`config.mk`:
```
export PLATFORM = sky130hd
export DESIGN_NAME = rc4_ksa_engine
export DESIGN_NICKNAME = d
export VERILOG_FILES = /design/src/rtl/rc4_pkg.sv /design/src/rtl/rc4_ksa_engine.sv
export SDC_FILE = /design/constraint.sdc
export NUM_CORES = 1
export LEC_CHECK = 0
export BUFFER_PORTS_ARGS = -buffer_cell sky130_fd_sc_hd__buf_4
export CAP_MARGIN = 40
export CORE_ASPECT_RATIO = 0.6
export CORE_MARGIN = 1
export CORE_UTILIZATION = 45
export DETAILED_ROUTE_END_ITERATION = 16
export GPL_ROUTABILITY_DRIVEN = 0
export HOLD_SLACK_MARGIN = 0.02
export PLACE_DENSITY = 0.66
export SKIP_LAST_GASP = 1
export SLEW_MARGIN = 20
export SYNTH_ARGS = -nofsm -noshare
export SYNTH_HDL_FRONTEND = slang
export SYNTH_SLANG_ARGS = --single-unit
```
`constraint.sdc`:
```
create_clock -name clk -period 8.9 [get_ports clk]
set_input_delay 0.89 -clock clk [delete_from_list [all_inputs] [get_ports clk]]
set_output_delay 0.89 -clock clk [all_outputs]
set_load 0.05 [all_outputs]
```
`src/rtl/rc4_pkg.sv`:
```
// Shared state encoding, default sizes and key-byte helper for the RC4 KSA engine.
package rc4_pkg;

    localparam int DEFAULT_ADDR_W    = 8;
    localparam int DEFAULT_KEY_BYTES = 3;
    localparam int MAX_KEY_BITS      = 256;

    typedef enum logic [3:0] {
        IDLE,
        INIT,
        RD_I,
        CALC_J,
        RD_J,
        CAP_J,
        WR_I,
        WR_J,
        DONE
    } state_e;

    // Byte 0 is the most significant byte of an nBytes-long key.
    function automatic logic [7:0] keyByte(input logic [MAX_KEY_BITS-1:0] keyWide,
                                           input int unsigned idx,
                                           input int unsigned nBytes);
        return 8'(keyWide >> (8 * (nBytes - 1 - idx)));
    endfunction

endpackage

```
`src/rtl/rc4_ksa_engine.sv`:
```
// RC4 key-scheduling engine driving an external single-port synchronous S-box RAM.
// Optionally fills S with the identity first, then performs the KSA swap loop.
module rc4_ksa_engine
    import rc4_pkg::*;
#(
    parameter int ADDR_W    = DEFAULT_ADDR_W,
    parameter int KEY_BYTES = DEFAULT_KEY_BYTES
) (
    input  logic                   clk,
    input  logic                   reset_n,
    input  logic                   start,
    input  logic                   do_init,
    input  logic [8*KEY_BYTES-1:0] key,
    output logic [ADDR_W-1:0]      mem_addr,
    output logic [ADDR_W-1:0]      mem_wdata,
    output logic                   mem_wren,
    input  logic [ADDR_W-1:0]      mem_q,
    output logic                   busy,
    output logic                   done
);

    localparam int KW = (KEY_BYTES > 1) ? $clog2(KEY_BYTES) : 1;
    localparam logic [ADDR_W-1:0] I_MAX = '1;
    localparam logic [KW-1:0]     K_MAX = KW'(KEY_BYTES - 1);

    state_e                   state_q, state_d;
    logic [ADDR_W-1:0]        i_q, i_d;
    logic [ADDR_W-1:0]        j_q, j_d;
    logic [KW-1:0]            k_q, k_d;
    logic [ADDR_W-1:0]        si_q, si_d;
    logic [ADDR_W-1:0]        sj_q, sj_d;
    logic [8*KEY_BYTES-1:0]   key_q, key_d;
    logic [7:0]               curKeyByte;

    assign curKeyByte = keyByte(MAX_KEY_BITS'(key_q), 32'(k_q), KEY_BYTES);

    always_ff @(posedge clk) begin
        if (!reset_n) begin
            state_q <= IDLE;
            i_q     <= '0;
            j_q     <= '0;
            k_q     <= '0;
            si_q    <= '0;
            sj_q    <= '0;
            key_q   <= '0;
        end else begin
            state_q <= state_d;
            i_q     <= i_d;
            j_q     <= j_d;
            k_q     <= k_d;
            si_q    <= si_d;
            sj_q    <= sj_d;
            key_q   <= key_d;
        end
    end

    // Each KSA step is read S[i], update j, read S[j], then write both back.
    always_comb begin
        state_d   = state_q;
        i_d       = i_q;
        j_d       = j_q;
        k_d       = k_q;
        si_d      = si_q;
        sj_d      = sj_q;
        key_d     = key_q;
        mem_addr  = '0;
        mem_wdata = '0;
        mem_wren  = 1'b0;
        busy      = 1'b0;
        done      = 1'b0;

        case (state_q)
            IDLE: begin
                if (start) begin
                    key_d   = key;
                    i_d     = '0;
                    j_d     = '0;
                    k_d     = '0;
                    state_d = do_init ? INIT : RD_I;
                end
            end
            INIT: begin
                busy      = 1'b1;
                mem_addr  = i_q;
                mem_wdata = i_q;
                mem_wren  = 1'b1;
                if (i_q == I_MAX) begin
                    i_d     = '0;
                    state_d = RD_I;
                end else begin
                    i_d = i_q + ADDR_W'(1);
                end
            end
            RD_I: begin
                busy     = 1'b1;
                mem_addr = i_q;
                state_d  = CALC_J;
            end
            CALC_J: begin
                busy     = 1'b1;
                mem_addr = i_q;
                si_d     = mem_q;
                j_d      = j_q + mem_q + ADDR_W'(curKeyByte);
                state_d  = RD_J;
            end
            RD_J: begin
                busy     = 1'b1;
                mem_addr = j_q;
                state_d  = CAP_J;
            end
            CAP_J: begin
                busy     = 1'b1;
                mem_addr = j_q;
                sj_d     = mem_q;
                state_d  = WR_I;
            end
            WR_I: begin
                busy      = 1'b1;
                mem_addr  = i_q;
                mem_wdata = sj_q;
                mem_wren  = 1'b1;
                state_d   = WR_J;
            end
            WR_J: begin
                busy      = 1'b1;
                mem_addr  = j_q;
                mem_wdata = si_q;
                mem_wren  = 1'b1;
                if (i_q == I_MAX) begin
                    state_d = DONE;
                end else begin
                    i_d     = i_q + ADDR_W'(1);
                    k_d     = (k_q == K_MAX) ? '0 : k_q + KW'(1);
                    state_d = RD_I;
                end
            end
            DONE: begin
                done    = 1'b1;
                state_d = IDLE;
            end
            default: state_d = IDLE;
        endcase
    end

endmodule

```
# Word level (Yosys, flattened, before mapping)
# Index checks and enable logic that the tools add are counted.
[totals]
register_bits = 62
word_cells = 58
[classes]
addsub = 5
reduce_logical = 13
mux = 19
eq_ne = 13
n_shift = 1
[op_table]
columns = ["cell", "n"]
rows = [
  ["8-bit case mux with 3 select lines", 2],
  ["4-bit case mux with 8 select lines", 1],
  ["8-bit case mux with 2 select lines", 2],
  ["24-bit by 32-bit >> shifter with 8-bit output", 1],
  ["8-bit 2-to-1 mux", 3],
  ["8-bit adder", 2],
  ["4-bit by 3-bit equality test with 1-bit output, second input constant", 4],
  ["4-bit 2-to-1 mux", 3],
  ["8-bit by 1-bit adder with 8-bit output, second input constant", 1],
  ["4-bit by 2-bit equality test with 1-bit output, second input constant", 2],
  ["8-bit equality test, second input constant", 1],
  ["2-bit 2-to-1 mux", 4],
  ["7-bit OR reduction", 1],
  ["2-bit != test, second input constant", 3],
  ["2-bit AND reduction", 3],
  ["3-bit AND reduction", 2],
  ["3-bit OR reduction", 2],
  ["4-bit by 1-bit equality test with 1-bit output, second input constant", 1],
  ["4-bit equality test, second input constant", 1],
  ["4-bit logical NOT", 1],
  ["2-bit case mux with 2 select lines", 1],
  ["2-bit nonzero test", 2],
  ["4-bit OR reduction", 1],
  ["1-bit 2-to-1 mux", 3],
  ["other kinds (4)", 4],
]

# Depth between registers and ports, before layout
[logic_depth]
depth_word = 4
ltp_mapped = 17
mapped_depth_nobuf = 15

# Worst setup path after synthesis
# Ideal clock, no wire load.
[synth_path]
path_type = "register -> register"
from = "register k_q[0]"
to = "register j_q[7]"
setup_time_ps = 79
path_buffers = 3
path_stages_with_launch = 18
t_arrival_ps = 3736
setup_slack_ps = 5086
t_required_ps = 8821
period_less_slack_ps = 3814
path_cell_list = "dfxtp_1 -> clkbuf_1 -> inv_1 -> ha_1 -> buf_2 -> and2_1 -> clkbuf_1 -> a21oi_1 -> nor2_1 -> fa_1 -> ha_1 -> inv_1 -> fa_1 -> nor2b_1 -> o31a_1 -> nor3_1 -> or4_1 -> o221ai_2"
[synth_between]
elab_chain_cells = 4
[synth_rtl]
columns = ["element", "line_no", "text"]
rows = [
  ["from (decl)", "rc4_ksa_engine.sv:29", "logic [KW-1:0] k_q, k_d;"],
  ["from (signal assigned)", "rc4_ksa_engine.sv:50", "k_q <= k_d;"],
  ["2-bit by 2-bit subtractor with 3-bit output", "rc4_pkg.sv:24", "return 8'(keyWide >> (8 * (nBytes - 1 - idx)));"],
  ["24-bit by 32-bit >> shifter with 8-bit output", "rc4_pkg.sv:24", ""],
  ["8-bit adder", "rc4_ksa_engine.sv:103", "j_d = j_q + mem_q + ADDR_W'(curKeyByte);"],
  ["8-bit case mux with 2 select lines", "rc4_ksa_engine.sv:72", "case (state_q)"],
  ["to (signal assigned)", "rc4_ksa_engine.sv:49", "j_q <= j_d;"],
  ["to (decl)", "rc4_ksa_engine.sv:28", "logic [ADDR_W-1:0] j_q, j_d;"],
]
# Every way passes these cells.
# A chain may end at the register's enable or synchronous reset.

# Worst setup path in the final report
# Same ends and word-level chain as after synthesis.

==> impl_metrics.yaml <==
placed_design:
  dp_hpwl_um: 6281
  portBuffers: 54
  dp_slack_ps: 4848
sta:
  setup_violations: 0
  tns_ps: 0
  fmax_ghz: 0.2413
  period_minus_slack_ps: 4145
  rsz0062_at_grt: "false"
  final.period_utilization: 0.4657
  drv_slew: 0
  hold-worst-slack_ps: 455.3
  slew_headroom: 0.5140
  tightest_slew_ps: 729.0
  skew_ps: 5.553
  layout_setup_ws_ps: 4756
  finalHoldViolCount: 0
floorplanning:
  num_io_pins: 55
  die-area_um2: 7878
  dieHeight_um: 69.15
  core_um2: 7267
  die_w_um: 113.9
  rows: 24
  initial_core_util: 0.4654
logic_synthesis:
  synthTopCellsByArea: "dfxtp_1 37%, nand2_1 8.5%, a21oi_1 7.4%"
  synthTopCellsByCount: "77 x nand2_1, 62 x dfxtp_1, 56 x nor2_1"
  yosys.area.top_type: "dfxtp_1"
  synthesis.nets: 477
  ys_async_sr_fraction: 0
  yosysMostFrequentCell: "nand2_1"
  syn_area_per_cell_um2: 7.995
  netlist_area_um2: 3382
  yosysSeqAreaShare: 0.3670
  synth_cell_types: 57
  synthCells: 423
  yosys_most_used_dff: "dfxtp_1"
  yosysWarnings: 0
  netlist.area_leader.share: 0.3670
  synth-edff-count: 0
  ys_ff_latch: 62
clock_network:
  clock_sinks: 62
  hold_buffers: 0
  ctsResizeCount: 0
  cts_tree: "done"
  cts_buffers: 9
  cts-root-buf: "clkbuf_16"
  clkTransAtPathRegs_ps: 50
  postCtsSetupBuffers: 0
  cts.path.max_buffers: 2
  htreeDepth: 3
  clk_latency_ps: 330
critical_path:
  ff2ff_path_depth: 15
  timing.rr.end: "j_q[7]"
  crit_family: "adder cells"
  worstSetupPathType: "register to register"
  cp.arrival_ps: 4400
  critPathMaxStageDelay_ps: 630
  worstPathRequired_ps: 9160
  crit_chain: "inv_1 > ha_1 > mux2i_1 > nor2_1 > a21oi_1 > nor2_1 > fa_1 > ha_1 > inv_1 > fa_1 > nor2b_1 > o31a_1 > nor3_1 > or4_1 > o221ai_2"
  worst_r2r_startpoint: "k_q[0]"
  cp-end-kind: "register"
  cp_slowest_cell: "ha_1"
  r2r_slack_ps: 4760
  crit_path_start_kind: "register"
  path_max_fanout: 14
  path_buf_inv: 2
global_route:
  use_met2: 0.3246
  antenna_found_initial: 0
  met1_usage: 0.3610
  grt_usage: 0.2433
  busiest_layer: "met1"
  grt_max_degree: 53
  first_global_vias: 2903
  grt_pass1_wl_um: 14610
  overflow: 0
  met3_usage: 0.08091
power_and_ir_drop:
  p_sw_frac: 0.3161
  p_total_mw: 0.8299
  switchingPower_mw: 0.2623
  p_int_mw: 0.5675
  powerDensity_nw_per_um2: 201.4
  p_comb_frac: 0.231
  leakagePower_nw: 1.698
  seqPwrFrac: 0.389
  ir_drop_v: 0.0001056
  clockPowerShare: 0.380
outcome:
  status: "completed"
detailed_routing:
  detail-route-antenna-nets: 0
  first_pass_iters: 5
  drtIter0Drc: 290
  viasPerCell: 5.432
  drc: 0
  num_vias: 3118
  avgRoutedWirePerCell_um: 15.65
  wirelength_um: 8982
layout:
  num_antenna_cells: 0
  layout-drive-gt1-share: 0.1745
  fillerInstances: 690
  nets: 519
  utilization: 0.5670
  syn2layout_area_growth_pct: 21.83
job:
  max_cap_violations: 0
hold_path:
  hold_path_class: "register to register"
  hold_path_depth: 2
  whs_endpoint: "key_q[6]"
  hold_start: "key_q[6]"
-- layout by cell type, fill, tap and decap left out, types with 4 or more instances in the layout --
master / Yosys / final
dfxtp_1: 62 / 62
buf_4: 2 / 59
a222oi_1: 8 / 8
inv_1: 15 / 15
nand2_1: 77 / 77
a22oi_1: 10 / 10
mux2i_1: 17 / 17
nor2_1: 56 / 56
ha_1: 10 / 10
clkbuf_16: 0 / 9
nor3_1: 4 / 4
nor4_1: 4 / 4
a21oi_1: 50 / 50
nand3_1: 10 / 9
clkbuf_1: 19 / 5
xnor2_1: 9 / 9
fa_1: 8 / 8
-- area by class of cell --
class,count,area [µm²],share of cell area
clock inverters,1,5.005,0.001215
inverters,16,60.06,0.01458
well taps,104,130.1,0.03158
flip-flops and latches,62,1241,0.3012
repair buffers,62,478.0,0.1160
clock buffers,15,257.7,0.06256
multi-input cells,314,1948,0.4728
-- state kept, by name, summed over array words and instances (netlist names) --
name     count
j_q          8
k_q          2
si_q         8
key_q       24
i_q          8
sj_q         8
state_q      4
-- per-stage QoR --
stage	std cells	cell area, µm²
after floorplan	423	3382
after global placement	554	3810
after detailed placement	556	3835
after CTS	572	4098
after global routing	574	4120
final	574	4120
-- worst register-to-register path: stages, from the launching register on --
cell and delay, ps:
dfxtp_1 610, inv_1 100, ha_1 630, mux2i_1 260, nor2_1 60, a21oi_1 140, nor2_1 70, fa_1 490
ha_1 200, inv_1 70, fa_1 410, nor2b_1 150, o31a_1 160, nor3_1 70, or4_1 480, o221ai_2 160
-- worst max path at each step --
stage          startpoint  endpoint  slack, ps  cells after the start
2_1_floorplan      k_q[0]    j_q[7]       5090                     17
3_3_place_gp       k_q[0]    j_q[7]       5040                     15
3_5_place_dp       k_q[0]    j_q[7]       4850                     15
4_1_cts            k_q[0]    j_q[7]       4800                     15
5_1_grt            k_q[0]    j_q[7]       4430                     15
6_report           k_q[0]    j_q[7]       4760                     15
-- cell families after synthesis --
logic type | Yosys count | share of synthesized area
compound gates | 91 | 0.1735
xor+xnor | 11 | 0.02849
fa+ha+maj | 18 | 0.08435
buf+inv | 47 | 0.05845
flops | 62 | 0.3670
mux | 17 | 0.05031
simple gates | 177 | 0.2379
-- power groups by stage --
stage          clock network, mW  registers, mW  logic [mW]
2_1_floorplan                  0          0.315       0.144
3_5_place_dp                   0          0.327       0.190
5_1_grt                    0.335          0.325       0.213
4_1_cts                    0.319          0.322       0.191
3_3_place_gp                   0          0.327       0.184
6_report                   0.316          0.322       0.192
-- routing by layer --
layer	vias to the layer above	wire [µm]
li1	1544	-
met1	1463	4594
met2	95	3567
met3	16	680
met4	0	139
met5	-	0
Power figures use the tool's default switching activity.
